[config.mk]
export PLATFORM = sky130hd
export DESIGN_NAME = mem_responder
export DESIGN_NICKNAME = d
export VERILOG_FILES = /design/src/rtl/mem_responder.sv
export SDC_FILE = /design/constraint.sdc
export NUM_CORES = 2
export LEC_CHECK = 0
export CORE_ASPECT_RATIO = 1.75
export CORE_MARGIN = 3
export CORE_UTILIZATION = 40
export DETAILED_ROUTE_END_ITERATION = 10
export SKIP_LAST_GASP = 1
export SYNTH_ARGS = -nofsm -noshare
export SYNTH_HDL_FRONTEND = slang
export SYNTH_SLANG_ARGS = --single-unit
[constraint.sdc]
create_clock -name clk -period 6.5 [get_ports clk]
set_clock_uncertainty 0.15 [all_clocks]
set_input_delay 1.3 -clock clk [delete_from_list [all_inputs] [get_ports clk]]
set_output_delay 1.3 -clock clk [all_outputs]
set_load 0.005 [all_outputs]
[src/rtl/mem_responder.sv]
// rtl/mem_responder.sv - fixed-wait-state memory responder for the multi-cycle core
//
// Purpose: holds the unified instruction/data word array and serves one read or
// write per transaction. After acceptance it waits WAIT_CYCLES cycles and then
// issues a single-cycle response pulse.
//
// Ports:
//   clk        rising-edge clock
//   reset      asynchronous, active-high reset
//   req_valid  core presents a request
//   req_ready  responder can accept (IDLE only)
//   req_we     1 = write, 0 = read
//   req_addr   word address
//   req_wdata  write data
//   rsp_valid  one-cycle response pulse
//   rsp_rdata  read data, held between responses
//   rsp_err    qualifies rsp_valid: address was out of range
//   busy       transaction in flight
module mem_responder #(
    parameter int ADDR_WIDTH  = 8,
    parameter int DATA_WIDTH  = 16,
    parameter int DEPTH       = 256,
    parameter int WAIT_CYCLES = 2
) (
    input  logic                  clk,
    input  logic                  reset,
    input  logic                  req_valid,
    output logic                  req_ready,
    input  logic                  req_we,
    input  logic [ADDR_WIDTH-1:0] req_addr,
    input  logic [DATA_WIDTH-1:0] req_wdata,
    output logic                  rsp_valid,
    output logic [DATA_WIDTH-1:0] rsp_rdata,
    output logic                  rsp_err,
    output logic                  busy
);

    localparam int CW = (WAIT_CYCLES < 1) ? 1 : $clog2(WAIT_CYCLES + 1);

    typedef enum logic [1:0] {
        S_IDLE,
        S_WAIT,
        S_RESP
    } state_t;

    state_t                  state_q;
    logic [CW-1:0]           cnt_q;
    logic                    we_q;
    logic [ADDR_WIDTH-1:0]   addr_q;
    logic [DATA_WIDTH-1:0]   wdata_q;
    logic                    valid_q;
    logic                    err_q;
    logic [DATA_WIDTH-1:0]   rdata_q;

    logic [DATA_WIDTH-1:0]   mem [DEPTH];

    logic                    from_idle;
    logic                    commit;
    logic                    c_we;
    logic [ADDR_WIDTH-1:0]   c_addr;
    logic [DATA_WIDTH-1:0]   c_wdata;
    logic                    c_in_range;
    logic                    mem_we;

    // With zero wait states the acceptance edge is also the commit edge, so the
    // commit takes its operands straight from the request inputs in that case.
    assign from_idle  = (state_q == S_IDLE) && req_valid && (WAIT_CYCLES == 0);
    assign commit     = from_idle || ((state_q == S_WAIT) && (cnt_q == CW'(1)));
    assign c_we       = (state_q == S_IDLE) ? req_we    : we_q;
    assign c_addr     = (state_q == S_IDLE) ? req_addr  : addr_q;
    assign c_wdata    = (state_q == S_IDLE) ? req_wdata : wdata_q;
    // One extra bit so DEPTH == 2**ADDR_WIDTH is representable.
    assign c_in_range = ({1'b0, c_addr} < (ADDR_WIDTH + 1)'(DEPTH));
    // An asserted reset abandons the transaction, including its array write.
    assign mem_we     = commit && c_we && c_in_range && !reset;

    assign req_ready  = (state_q == S_IDLE);
    assign busy       = (state_q != S_IDLE);
    assign rsp_valid  = valid_q;
    assign rsp_err    = err_q;
    assign rsp_rdata  = rdata_q;

    always_ff @(posedge clk or posedge reset) begin
        if (reset) begin
            state_q <= S_IDLE;
            cnt_q   <= '0;
            we_q    <= 1'b0;
            addr_q  <= '0;
            wdata_q <= '0;
            valid_q <= 1'b0;
            err_q   <= 1'b0;
            rdata_q <= '0;
        end else begin
            valid_q <= 1'b0;
            if (commit) begin
                valid_q <= 1'b1;
                err_q   <= !c_in_range;
                rdata_q <= (c_in_range && !c_we) ? mem[c_addr] : '0;
            end
            case (state_q)
                S_IDLE: begin
                    if (req_valid) begin
                        we_q    <= req_we;
                        addr_q  <= req_addr;
                        wdata_q <= req_wdata;
                        cnt_q   <= CW'(WAIT_CYCLES);
                        state_q <= (WAIT_CYCLES == 0) ? S_RESP : S_WAIT;
                    end
                end
                S_WAIT: begin
                    cnt_q <= cnt_q - CW'(1);
                    if (cnt_q == CW'(1)) begin
                        state_q <= S_RESP;
                    end
                end
                S_RESP: begin
                    state_q <= S_IDLE;
                end
                default: begin
                    state_q <= S_IDLE;
                end
            endcase
        end
    end

    always_ff @(posedge clk) begin
        if (mem_we) begin
            mem[c_addr] <= c_wdata;
        end
    end

endmodule

==> metrics.txt <==
Setup crit end kind register; Final Cycle Share 85.7%; fin. max-slew vios 0; hold violation total from the final report 0; EDFF count, synth about 4100; Iter 0 DRT Violations 11605; most common cell after layout, fill and taps aside edfxtp_1; most frequent cells in the layout 4096 x edfxtp_1, 1928 x o22ai_1, 889 x o21ai_0; min Tclk post-route between 5 and 6 ns; R2R Path End rsp_rdata[6]$_DFFE_PP0P_; top cell type by total area after synthesis edfxtp_1; Slew HR between 5 and 6%; pin count of the biggest net entering global routing around 160; syn_nets 8714; # DRC 0; Synth cell types 46; CTS Hold Bufs 0; core footprint 0.374 mm²; crit path max fanout 30; number of fill cells in the layout 31506; MaxCap Viol Count 0; Die Span X 470 µm; PwrDens 493 mW/mm²; Syn. warnings 0; Synth top area share approximately four fifths; status finished clean; Crit Path Class register to register; post-route ant nets 0; post-route cell area around 0.17 mm²; R2R Setup Slk 0.93 ns; Routed WL per cell 32.7 µm; CTS max path bufs 4; syn_area_per_cell 17.3 µm²; fmax 179 MHz; Num CTS Buffers 342; #FFs+latches synth 4142; global-route wire length before repair 660 mm; Reg-to-Reg Start state_q[1]$_DFFE_PP0P_; total number of clock tree sinks between 4000 and 5000; post-synthesis mux area share 0.194%; H-tree Lvls 5; Hold Crit Class register to register; synthesized-area fraction occupied by adder cells less than 1%; Post-Synth XOR/XNOR Area 0%; post-synthesis async set-or-reset flop share 1.11%; Final #Nets 9117; Clock Pin Slew Worst Setup and Hold Paths 0.07 ns; GRT Overall Usage a little under a quarter; Final Power 84.5 mW; RSZ-0062 raised after global routing no; Worst Setup EP rsp_rdata[6]$_DFFE_PP0P_; startpoint types register; vias in the first global route between 80000 and 90000; Simple-Gate Fraction of Synth Area 1.23%; setup TNS 0 ns; synthesis-to-layout area growth 13.9%; post-CTS setup buffers 0; Peak VDD IR 0.595 mV; GPL Wtd Cong 0.868; Die H 818 µm; CTS Root Buffer Type clkbuf_16; vias 89749; grt total ovfl 0; leakage 51.5 nW; post-cts sizing count 0; Top FF cell, synth edfxtp_1; post-DP HPWL 279 mm; Worst R2R Path Depth 10; DIE AREA 0.384 mm²; Cells after Synth between 8000 and 9000; fin util a little under half; initial antenna violation count 23; Clk Latency, worst-skew pair 0.94 ns; Seq/Total Area, Yosys 82.4%; Req. time, crit path between 7 and 8 ns; worst hold start wdata_q[11]$_DFFE_PP0P_; Syn Std Cell Area 0.151 mm²; drt total wl 467 mm; largest family of logic cells by synthesized area compound AO/OA/AOI/OAI gates; Synth area leaders edfxtp_1 82%, o22ai_1 8.0%, o21ai_0 3.0%, a41oi_1 1.4%, buf_2 0.78%; CTS tree done; row count ~300; Worst EP arrival 6.29 ns; IO Port Bufs between 40 and 50; placed cell areas 0.161 mm²; Worst Tran Pin Value 1.40 ns; crit path from state_q[1]$_DFFE_PP0P_; fraction of layout instances using a drive strength above 1 13.3%; Compound-Gate Fraction of Synth Area 14.0%; first-pass iteration count of the detailed router 9; drt via density between 6 and 7; Starting Density 40.2%; number of I/O pins 48; Final setup viols 0
-- critical path, stage by stage (launching register included) --
cell and delay, ns:
dfrtp_1 0.46, or2_1 0.29, clkinv_2 0.47, o21a_4 0.77, buf_4 0.43, o22ai_1 0.15
o21ai_1 0.48, a41oi_1 0.52, o41ai_1 1.34, nand4_1 0.19, o21ai_1 0.16
-- report_power, final --
part | internal (mW) | switching [mW]
combinational | 6.99 | 21.4
clock | 11.2 | 9.48
sequential | 35.1 | 0.319
total | 53.4 | 31.2
-- worst min-delay path by stage --
stage | end | depth (start not counted)
4_1_cts | wdata_q[10]$_DFFE_PP0P_ | 1
3_3_place_gp | cnt_q[1]$_DFFE_PP0P_ | 1
5_1_grt | wdata_q[10]$_DFFE_PP0P_ | 1
2_1_floorplan | cnt_q[0]$_DFFE_PP0P_ | 1
6_report | wdata_q[11]$_DFFE_PP0P_ | 1
3_5_place_dp | wdata_q[10]$_DFFE_PP0P_ | 1
-- layer usage --
metal,part of all wire (%),GRT usage (%)
met4,7.5,15.0
met3,8.4,3.27
met5,0.039,0
met2,49,39.8
met1,35,28.6
-- stage by stage --
step	hold WS, ns	worst slack [ns]	std cells
global placement	0.325	0.245	13676
detailed placement	0.346	0.252	13676
CTS	0.360	1.12	14282
floorplan	0.309	0.545	8685
global route	0.375	0.888	14285
finish	0.359	0.927	14288
-- flip-flops by register name, summed over array words and instances, names as in the netlist --
signal	flops
addr_q	8
wdata_q	16
cnt_q	2
mem	4096
rsp_valid	1
rsp_rdata	16
state_q	2
we_q	1
-- cell type report --
type	instances	area [µm²]	area share (%)
Antenna cell	5	12.5	0.00729
Clock buffer	413	9070	5.28
Clock inverter	193	1890	1.10
Inverter	10	38.8	0.0226
Multi-Input combinational cell	3895	23700	13.8
Sequential cell	4142	124000	72.4
Tap cell	4933	6170	3.60
Timing Repair Buffer	697	6570	3.83
-- synth_stat cells, drive strengths merged, types with 43 or more instances --
| cell | n |
|---|---|
| dfrtp | 46 |
| nor2 | 263 |
| a22oi | 128 |
| o22ai | 1928 |
| clkbuf | 239 |
| a41oi | 236 |
| nand2 | 99 |
| edfxtp | 4096 |
| o41ai | 43 |
| a21oi | 69 |
| o21ai | 992 |
| buf | 399 |
-- logic make-up (layout without fill, tap and decap cells) --
logic type,count (synthesis),count (layout)
buffers and inverters,648,1313
multiplexers,26,26
flip-flops,4142,4142
AND/OR/NAND/NOR,442,442
AO/OA/AOI/OAI,3425,3425
adder cells (fa/ha/maj),1,1
other,1,6
No activity file was read; power rests on OpenSTA's default activity.
